--- src/rtl/mac_row_pkg.sv ---
// Shared types and defaults for the CIOS row sequencer.
// The optional final-carry output word is enabled by MAC_ROW_CARRY_WORD_EN.
package mac_row_pkg;

  localparam int DATA_WIDTH_DEF  = 64;
  localparam int NUM_WORDS_DEF   = 16;
  localparam int MUL_LATENCY_DEF = 3;

`ifdef MAC_ROW_CARRY_WORD_EN
  typedef enum logic [2:0] {IDLE, ISSUE, WAIT, OUT, FLUSH} state_t;
`else
  typedef enum logic [2:0] {IDLE, ISSUE, WAIT, OUT} state_t;
`endif

  // Width of a down-counter that is loaded with lat and counts to zero.
  function automatic int cnt_width(input int lat);
    return (lat < 2) ? 1 : $clog2(lat + 1);
  endfunction

endpackage

--- src/rtl/mac_row_seq.sv ---
// Word-serial CIOS row sequencer: streams T + a*B through an external mul_add
// unit one word at a time, chaining the high result word back as carry.
// Optional: MAC_ROW_CARRY_WORD_EN appends the final carry as an extra output word.
module mac_row_seq
  import mac_row_pkg::*;
#(
  parameter int DATA_WIDTH  = DATA_WIDTH_DEF,
  parameter int NUM_WORDS   = NUM_WORDS_DEF,
  parameter int MUL_LATENCY = MUL_LATENCY_DEF
) (
  input  logic                  clk,
  input  logic                  rst_n,
  input  logic                  start,
  input  logic [DATA_WIDTH-1:0] a,
  input  logic                  in_valid,
  output logic                  in_ready,
  input  logic [DATA_WIDTH-1:0] in_b,
  input  logic [DATA_WIDTH-1:0] in_t,
  output logic [DATA_WIDTH-1:0] mul_x,
  output logic [DATA_WIDTH-1:0] mul_y,
  output logic [DATA_WIDTH-1:0] mul_z,
  output logic [DATA_WIDTH-1:0] mul_last_c,
  input  logic [DATA_WIDTH-1:0] mul_s,
  input  logic [DATA_WIDTH-1:0] mul_c,
  output logic                  out_valid,
  input  logic                  out_ready,
  output logic [DATA_WIDTH-1:0] out_word,
  output logic                  out_last,
  output logic                  busy,
  output logic                  done,
  output logic [DATA_WIDTH-1:0] carry_out
);

  localparam int CW = cnt_width(MUL_LATENCY);
  localparam int JW = (NUM_WORDS > 1) ? $clog2(NUM_WORDS) : 1;
  localparam logic [JW-1:0] J_LAST   = JW'(NUM_WORDS - 1);
  localparam logic [CW-1:0] CNT_LOAD = CW'(MUL_LATENCY);

  state_t                state, state_nx;
  logic [DATA_WIDTH-1:0] a_q, carry_q, out_word_q;
  logic [JW-1:0]         j_q;
  logic [CW-1:0]         cnt_q;
  logic                  done_q;
  logic                  at_last;
  logic                  row_done;

  assign out_word = out_word_q;
  assign done     = done_q;

  // State register
  always_ff @(posedge clk or negedge rst_n) begin
    if (!rst_n) state <= IDLE;
    else        state <= state_nx;
  end

  // Next-state decode and handshake outputs
  always_comb begin
    state_nx  = state;
    in_ready  = 1'b0;
    out_valid = 1'b0;
    out_last  = 1'b0;
    busy      = 1'b1;
    row_done  = 1'b0;
    at_last   = (j_q == J_LAST);
    case (state)
      IDLE: begin
        busy = 1'b0;
        if (start) state_nx = ISSUE;
      end
      ISSUE: begin
        in_ready = 1'b1;
        if (in_valid) state_nx = WAIT;
      end
      WAIT: if (cnt_q == '0) state_nx = OUT;
      OUT: begin
        out_valid = 1'b1;
`ifndef MAC_ROW_CARRY_WORD_EN
        out_last = at_last;
`endif
        if (out_ready) begin
          if (!at_last) state_nx = ISSUE;
          else begin
`ifdef MAC_ROW_CARRY_WORD_EN
            state_nx = FLUSH;
`else
            state_nx = IDLE;
            row_done = 1'b1;
`endif
          end
        end
      end
`ifdef MAC_ROW_CARRY_WORD_EN
      FLUSH: begin
        out_valid = 1'b1;
        out_last  = 1'b1;
        if (out_ready) begin
          state_nx = IDLE;
          row_done = 1'b1;
        end
      end
`endif
      default: state_nx = IDLE;
    endcase
  end

  // Operand, carry, word index, wait counter and result registers
  always_ff @(posedge clk or negedge rst_n) begin
    if (!rst_n) begin
      a_q        <= '0;
      carry_q    <= '0;
      out_word_q <= '0;
      j_q        <= '0;
      cnt_q      <= '0;
      done_q     <= 1'b0;
      mul_x      <= '0;
      mul_y      <= '0;
      mul_z      <= '0;
      mul_last_c <= '0;
      carry_out  <= '0;
    end else begin
      done_q <= row_done;
      case (state)
        IDLE: if (start) begin
          a_q     <= a;
          carry_q <= '0;
          j_q     <= '0;
        end
        // Operands stay put until the next issue; mul_add reads z/last_c late.
        ISSUE: if (in_valid) begin
          mul_x      <= a_q;
          mul_y      <= in_b;
          mul_z      <= in_t;
          mul_last_c <= carry_q;
          cnt_q      <= CNT_LOAD;
        end
        WAIT: begin
          if (cnt_q == '0) begin
            out_word_q <= mul_s;
            carry_q    <= mul_c;
          end else begin
            cnt_q <= cnt_q - CW'(1);
          end
        end
        OUT: if (out_ready) begin
          if (!at_last) j_q <= j_q + JW'(1);
`ifdef MAC_ROW_CARRY_WORD_EN
          else out_word_q <= carry_q;
`endif
        end
        default: ;
      endcase
      if (row_done) carry_out <= carry_q;
    end
  end

endmodule

--- config.mk ---
export PLATFORM = sky130hd
export DESIGN_NAME = mac_row_seq
export DESIGN_NICKNAME = d
export VERILOG_FILES = /design/src/rtl/mac_row_pkg.sv /design/src/rtl/mac_row_seq.sv
export SDC_FILE = /design/constraint.sdc
export NUM_CORES = 1
export LEC_CHECK = 0
export CELL_PAD_IN_SITES_DETAIL_PLACEMENT = 1
export CELL_PAD_IN_SITES_GLOBAL_PLACEMENT = 1
export CORE_AREA = 8 8 274 276
export CTS_CLUSTER_DIAMETER = 120
export DETAILED_ROUTE_END_ITERATION = 8
export DIE_AREA = 0 0 282 284
export PLACE_DENSITY_LB_ADDON = 0.1
export SLEW_MARGIN = 10
export SYNTH_ARGS = -nofsm -noshare
export SYNTH_HDL_FRONTEND = slang
export SYNTH_SLANG_ARGS = --single-unit
--- constraint.sdc ---
create_clock -name clk -period 1.67 [get_ports clk]
set_input_delay 0.501 -clock clk [delete_from_list [all_inputs] [get_ports clk]]
set_output_delay 0.501 -clock clk [all_outputs]
set_load 0.02 [all_outputs]
==> metrics, run 1 <==
dominant cells by area after synthesis=sky130_fd_sc_hd__dfrtp_1 (65%), sky130_fd_sc_hd__mux2_2 (19%), sky130_fd_sc_hd__mux2_4 (3.7%), sky130_fd_sc_hd__o21ai_0 (3.2%), sky130_fd_sc_hd__nand4_1 (2.1%); max-slew violation total from the final report=0; met1 Resource Use GR=21.6%; Worst-path clk slew=about 60 ps; layout net count=2616; startpoint type of the worst setup path=flip-flop; Crit path required time=around 1200 ps; Crit. End Element=output port; grt peak-use layer=met2; most numerous cell in the Yosys netlist=sky130_fd_sc_hd__dfrtp_1; area of all sequential standard cells=~13000 µm²; yosys synthesis warning count=0; multi-input combinational cell area=6470 µm²; GR Overflow Total=0; Setup CP Type=reg2out; outcome=finished with violations; most used standard cells in the synthesized netlist=sky130_fd_sc_hd__dfrtp_1 (521), sky130_fd_sc_hd__mux2_2 (337), sky130_fd_sc_hd__o21ai_0 (126); number of DRC markers after the initial detailed-route iteration=between 500 and 600; port buffer count=713; transition time at the pin with the least slew margin=between 400 and 500 ps; Skew-Pair Late Insertion Delay=between 600 and 700 ps; violated checks=negative setup slack; number of synthesized flops with an enable pin=0; Die Wd=roughly 280 µm; Tot Pwr=62.2 mW; synthesis-to-layout area growth=68.3%; Detail Placement HPWL=between 60 and 70 mm; fraction of final layout cells with drive strength greater than 1=approximately 48%; final wirelength=84.5 mm; unique cell type count in the Yosys netlist=36; Remaining DRCs=0; CTS Buf Count=60; FILL cells=between 7k and 8k; Rows=98; post-synthesis async set-or-reset flop share=100%; number of sinks driven by the clock tree=approximately 520; routing usage on met2=between 30% and 40%; antenna violations before repair=14; clock tree root buffer cell=sky130_fd_sc_hd__clkbuf_16; worst IR drop on VDD=between 0.001 and 0.0015 V; number of iterations in the first detailed-routing pass=4; Min Clock Period, post-route=about 2200 ps; H-tree levels=2; maximum number of pins on one net before global-route repair=68; max-slew headroom at the worst pin=between 60% and 70%; Setup-failing EPs final=around 470; Crit Reg-Reg Startpoint=state[0]; f_max=approximately 460 MHz; via count=between 10k and 15k; residual antenna-violating net count after detailed routing=0; Hold Violations, Final=0; final core utilization=around 47%; setup slack of the most critical reg-to-reg path=-270 ps; effective utilization at floorplan=28.2%; period utilization=129%; leakage dissipation=roughly 15 nW; maximum fanout encountered on the critical timing path=3; Post-Syn Nets=approximately 1.7k; number of global-route vias before repair=16.4k; critical path launch point=state[0]; final-layout setup total negative slack=-51400 ps; global-route total usage across every layer=about a fifth; data arrival at the endpoint of the critical path=about 1700 ps; deepest clock path buffer count=3; Yosys reg bits=between 500 and 600; GP Congestion=roughly 0.8; Worst Skew=24.4 ps; met3 capacity usage during global routing=6.37%; worst slack on hold paths=~360 ps; Mapped Avg Cell Area=between 10 and 15 µm²; CORE AREA=just over 70000 µm²; I/O Pins=714; count of mapped cells out of synthesis=roughly 1.4k; global-route wire length before repair=roughly 120 mm; Primary FF master, synth=sky130_fd_sc_hd__dfrtp_1; pwr dens=between 1500 and 2000 nW/µm²; largest area contributor in the netlist=sky130_fd_sc_hd__dfrtp_1; final worst slack=-484 ps; fraction of the yosys area taken by sequential cells=between 60% and 70%; post-detailed-route wirelength per cell=~26 µm; clock tree from TritonCTS=yes; post-synthesis instance area=19900 µm²; unrepaired setup endpoints after global routing=yes; post-DR vias/cell=~4.5; Hold WC Path Type=in2async; full die area=~80000 µm²; die height=~280 µm; max cap viols=0; top cell type's share of synthesized area=about 65%
[worst max-delay path, stage by stage, from the launching register on]
cell                      delay (ps)
sky130_fd_sc_hd__dfrtp_1         410
sky130_fd_sc_hd__buf_6           140
sky130_fd_sc_hd__ha_4            160
sky130_fd_sc_hd__buf_6           110
sky130_fd_sc_hd__inv_4            50
sky130_fd_sc_hd__nor2_4           30
sky130_fd_sc_hd__buf_6           130
[registers in the layout, summed over array words and instances (netlist names)]
register and cells:
mul_last_c 64, cnt_q 2, mul_z 64, mul_y 64, done 1, carry_q 64
out_word 64, carry_out 64, state 2, a_q 64, j_q 4, mul_x 64
[cells by family after synthesis]
| family | synth area share, % |
|---|---|
| and+or+nand+nor | 4.15 |
| muxes | 22.8 |
| AOI/OAI and AO/OA | 3.76 |
| buffers and inverters | 3.53 |
| adders and majority gates | 0.377 |
| DFF | 65.4 |
[report_power, final]
group / switching (mW) / total, mW / internal (mW) / leakage, nW
Clock: 5.40 / 12.8 / 7.40 / 0.930
Sequential: 3.23 / 20.6 / 17.4 / 6.57
Combinational: 13.4 / 28.8 / 15.3 / 7.81
[metrics by stage]
step	instances	setup slack (ps)	area, µm²
after global routing	3287	-555	33500
after detailed placement	3049	-512	29300
after floorplan	1372	-39.0	20000
final	3292	-484	33500
after CTS	3237	-520	32500
after global placement	3049	-408	29300
[placed cells by master, fill, tap and decap left out, types with 60 or more instances in the layout]
cell type | synthesis | routed
sky130_fd_sc_hd__buf_12 | 0 | 60
sky130_fd_sc_hd__inv_1 | 72 | 68
sky130_fd_sc_hd__o21ai_0 | 126 | 90
sky130_fd_sc_hd__dfrtp_1 | 521 | 521
sky130_fd_sc_hd__buf_6 | 2 | 393
sky130_fd_sc_hd__clkbuf_16 | 0 | 82
sky130_fd_sc_hd__mux2_4 | 49 | 62
sky130_fd_sc_hd__nand4_1 | 66 | 66
sky130_fd_sc_hd__clkdlybuf4s50_1 | 0 | 323
sky130_fd_sc_hd__nand2_1 | 69 | 66
sky130_fd_sc_hd__buf_4 | 0 | 122
sky130_fd_sc_hd__mux2_2 | 337 | 324
[path summary, 6_finish.rpt]
path                                 endpoint  cells past startpoint
worst min-delay path            carry_out[50]                      2
worst max-delay path                 out_last                      6
worst max register to register    carry_q[44]                     11
min in group clk                  carry_q[30]                      3
max in group asynchronous           mul_z[36]                      3
worst min register to register        a_q[26]                      1
[area by class of cell]
type,count,area share [%]
Multi-Input combinational cell,695,19.3
Tap cell,950,3.54
Antenna cell,13,0.0970
Sequential cell,521,38.9
Inverter,72,0.828
Clock buffer,90,5.14
Clock inverter,16,0.496
Timing Repair Buffer,935,31.7
[metal layers]
metal  vias up  wire (µm)
met3       108       6090
met2       431      44800
met1      7654      31400
li1       6633          -
met5         -         23
met4         4       2130
[repair_timing]
item                                     CTS  global route
endpoints found under the hold margin     15             0
pin swaps                                  7             8
cloned                                     5            29
endpoints found under the setup margin   510           865
resized for setup                       2410            58
buffers inserted                          76            13
hold buffers                               1             0
Note: power is estimated with default switching activity, not from simulation.
==> run 2, diff against run 1 <==
--- a/constraint.sdc
+++ b/constraint.sdc
@@ -3,2 +3,2 @@
 set_output_delay 0.501 -clock clk [all_outputs]
-set_load 0.02 [all_outputs]
+set_load 0.05 [all_outputs]
==> run 2 against run 1 <==
The flow still finishes with violations (negative setup slack). Design area is 13% higher. Sequential power is 8% higher. Global-route usage is 2.4 points higher.
==> metrics, run 2 (same netlist as run 1, synthesis figures left out) <==
instance count after placement with tap cells included=3049 (unchanged); number of DRC markers after the initial detailed-route iteration=527 (-1.5%); startpoint type of the worst setup path=flip-flop; clock power share=15.9% (-4.7 points); number of global-route vias before repair=17.2k (+4.6%); H-tree levels=2 (unchanged); Crit. End Element=output port; Skew-Pair Late Insertion Delay=610 ps (-20 ps); full die area=80100 µm² (unchanged); CTS Buf Count=59 (-1.7%); transition time at the pin with the least slew margin=402 ps (-88.8 ps); FILL cells=6717 (-5.2%); delay of the slowest cell on the worst path=430 ps (+20 ps); I/O Pins=714 (unchanged); maximum fanout encountered on the critical timing path=3 (unchanged); period utilization=126% (-2.9 points); Crit path required time=1170 ps (about the same); f_max=475 MHz (+2.3%); clock tree root buffer cell=sky130_fd_sc_hd__clkbuf_16; antenna violations before repair=25 (+11); post-DR vias/cell=4.54 (+0.80%); Setup CP Type=reg2out; deepest clock path buffer count=3 (unchanged); number of iterations in the first detailed-routing pass=6 (+2); Setup-failing EPs final=810 (+73%); Post-Layout Inst Area=37900 µm² (+13%); Remaining DRCs=0 (unchanged); final worst slack=-435 ps (+49.1 ps); maximum number of pins on one net before global-route repair=71 (+4.4%); Worst Skew=23.6 ps (-0.731 ps); residual antenna-violating net count after detailed routing=0 (unchanged); Gate power share=56.8% (+11 points); synthesis-to-layout area growth=89.9%; number of sinks driven by the clock tree=521 (unchanged); worst setup slack before clock tree synthesis=-471 ps (+40.9 ps); Detail Placement HPWL=65.3 mm (+7.1%); Reg power frac=27.4% (-5.8 points); crit-path cells=buf_6 > ha_4 > inv_2 > nor2_4 > buf_12; port buffer count=713 (unchanged); post-layout instance count excluding filler cells=3294 (+0.061%); max-slew headroom at the worst pin=73.0% (+5.8 points); effective utilization at floorplan=28.2% (unchanged); unrepaired setup endpoints after global routing=yes; outcome=finished with violations; data arrival at the endpoint of the critical path=1600 ps (-50 ps); final wirelength=89.6 mm (+6.1%); die height=284 µm (unchanged); fraction of final layout cells with drive strength greater than 1=50.4% (+2.6 points); violated checks=negative setup slack; most frequent cells in the layout=sky130_fd_sc_hd__dfrtp_1 (514), sky130_fd_sc_hd__buf_12 (447), sky130_fd_sc_hd__clkdlybuf4s50_1 (323); final core utilization=53.5% (+6.1 points); Worst-path clk slew=60 ps (about the same); Int Power=48.6 mW (+21%); global-route wire length before repair=129 mm (+11%); most common library cell in the layout ignoring fill and taps=sky130_fd_sc_hd__dfrtp_1; leakage dissipation=17.3 nW (+13%); global-route total usage across every layer=22.0% (+2.4 points); Hold WC Path Type=in2async; Hold Violations, Final=0 (unchanged); Tot Pwr=81.1 mW (+30%); clock tree from TritonCTS=yes; area post-placement=33100 µm² (+13%); layout net count=2615 (-0.038%); pwr dens=2140 nW/µm² (+16%); Sw Pwr=32.5 mW (+47%); master of the slowest instance on the critical path=sky130_fd_sc_hd__dfrtp_2; count of cells along the worst register-to-register path=9 (-2); post-detailed-route wirelength per cell=27.2 µm (+6.0%); GR Overflow Total=0 (unchanged); worst IR drop on VDD=0.00118 V (+13%); max-slew violation total from the final report=0 (unchanged); Min Clock Period, post-route=2100 ps (-49.1 ps); Rows=98 (unchanged); CORE AREA=70800 µm² (unchanged); Die Wd=282 µm (unchanged); net switching fraction of the power=40.1% (+4.6 points); max cap viols=0 (unchanged); via count=15.0k (+0.86%); GP Congestion=0.841 (+7.0%)
## run 2: cell count changes in the layout (fill, tap and decap cells not counted), moves of 10 or more
| cell | previous run | this run |
|---|---|---|
| sky130_fd_sc_hd__buf_12 | 60 | 447 |
| sky130_fd_sc_hd__buf_6 | 393 | 21 |
| sky130_fd_sc_hd__mux2_2 | 324 | 171 |
| sky130_fd_sc_hd__mux2_4 | 62 | 215 |
| sky130_fd_sc_hd__nand2_1 | 66 | 38 |
| sky130_fd_sc_hd__o21ai_2 | 1 | 20 |
| sky130_fd_sc_hd__buf_4 | 122 | 104 |
| sky130_fd_sc_hd__clkbuf_16 | 82 | 64 |
| sky130_fd_sc_hd__nand2_2 | 0 | 15 |
| sky130_fd_sc_hd__o21ai_1 | 39 | 24 |
| sky130_fd_sc_hd__nand2_4 | 1 | 14 |
| sky130_fd_sc_hd__buf_16 | 8 | 18 |
## run 2: power groups by stage
stage	registers, mW	logic [mW]	clock network (mW)
2_1_floorplan	32.2	7.30	0
3_3_place_gp	21.8	41.0	0
3_5_place_dp	22.1	41.5	0
4_1_cts	22.1	45.7	13.3
5_1_grt	22.8	47.7	13.8
6_report	22.2	46.1	12.9
## run 2: per-layer routing
metal / GRT usage [%] / wire length [µm] / up-vias
met3: 7.58 / 6920 / 136
met2: 38.6 / 46500 / 457
met4: 8.09 / 3210 / 18
li1: - / - / 6634
met5: 0 / 113 / -
met1: 24.4 / 32900 / 7713
## run 2: final timing paths
kind                       slack [ps]            to        from
setup / recovery                 -430      out_last    state[0]
hold / removal                    320     mul_x[55]       rst_n
setup reg to reg                 -220     mul_z[47]    state[0]
hold reg to reg                   490  carry_out[2]  carry_q[2]
max in group asynchronous         600     mul_y[24]       rst_n
min in group clk                  470   carry_q[11]   mul_c[11]
## run 2: stage by stage
step / TNS, ps / hold WS, ps
after floorplan: -4220 / 205
after global placement: -119140 / 360
after detailed placement: -126900 / 363
after CTS: -85320 / 262
after global routing: -101780 / 292
final: -53310 / 318
## run 2: cell type report
cell class                 count  area (µm²)  area share [%]
multi-input combinational    694        7230            19.1
clock buffer                  87        1730            4.57
tap                          950        1190            3.14
inverter                      72         273           0.720
sequential                   521       13000            34.5
timing repair buffer         936       14200            37.4
antenna                       16        40.0           0.106
clock inverter                18         195           0.516
## run 2: worst max-delay path: cells and delay by family, from the launching register on
kind | cells | cell delay, ps
adders and majority gates | 1 | 170
DFF | 1 | 430
buffers and inverters | 3 | 350
and+or+nand+nor | 1 | 50
## run 2: timing repair
item / CTS / global route
pin swaps: 8 / 15
hold buffers: 1 / 0
endpoints found under the setup margin: 585 / 899
hold endpoints to repair: 35 / 0
buffers inserted: 94 / 14
resized for setup: 214 / 188
gates cloned: 26 / 6
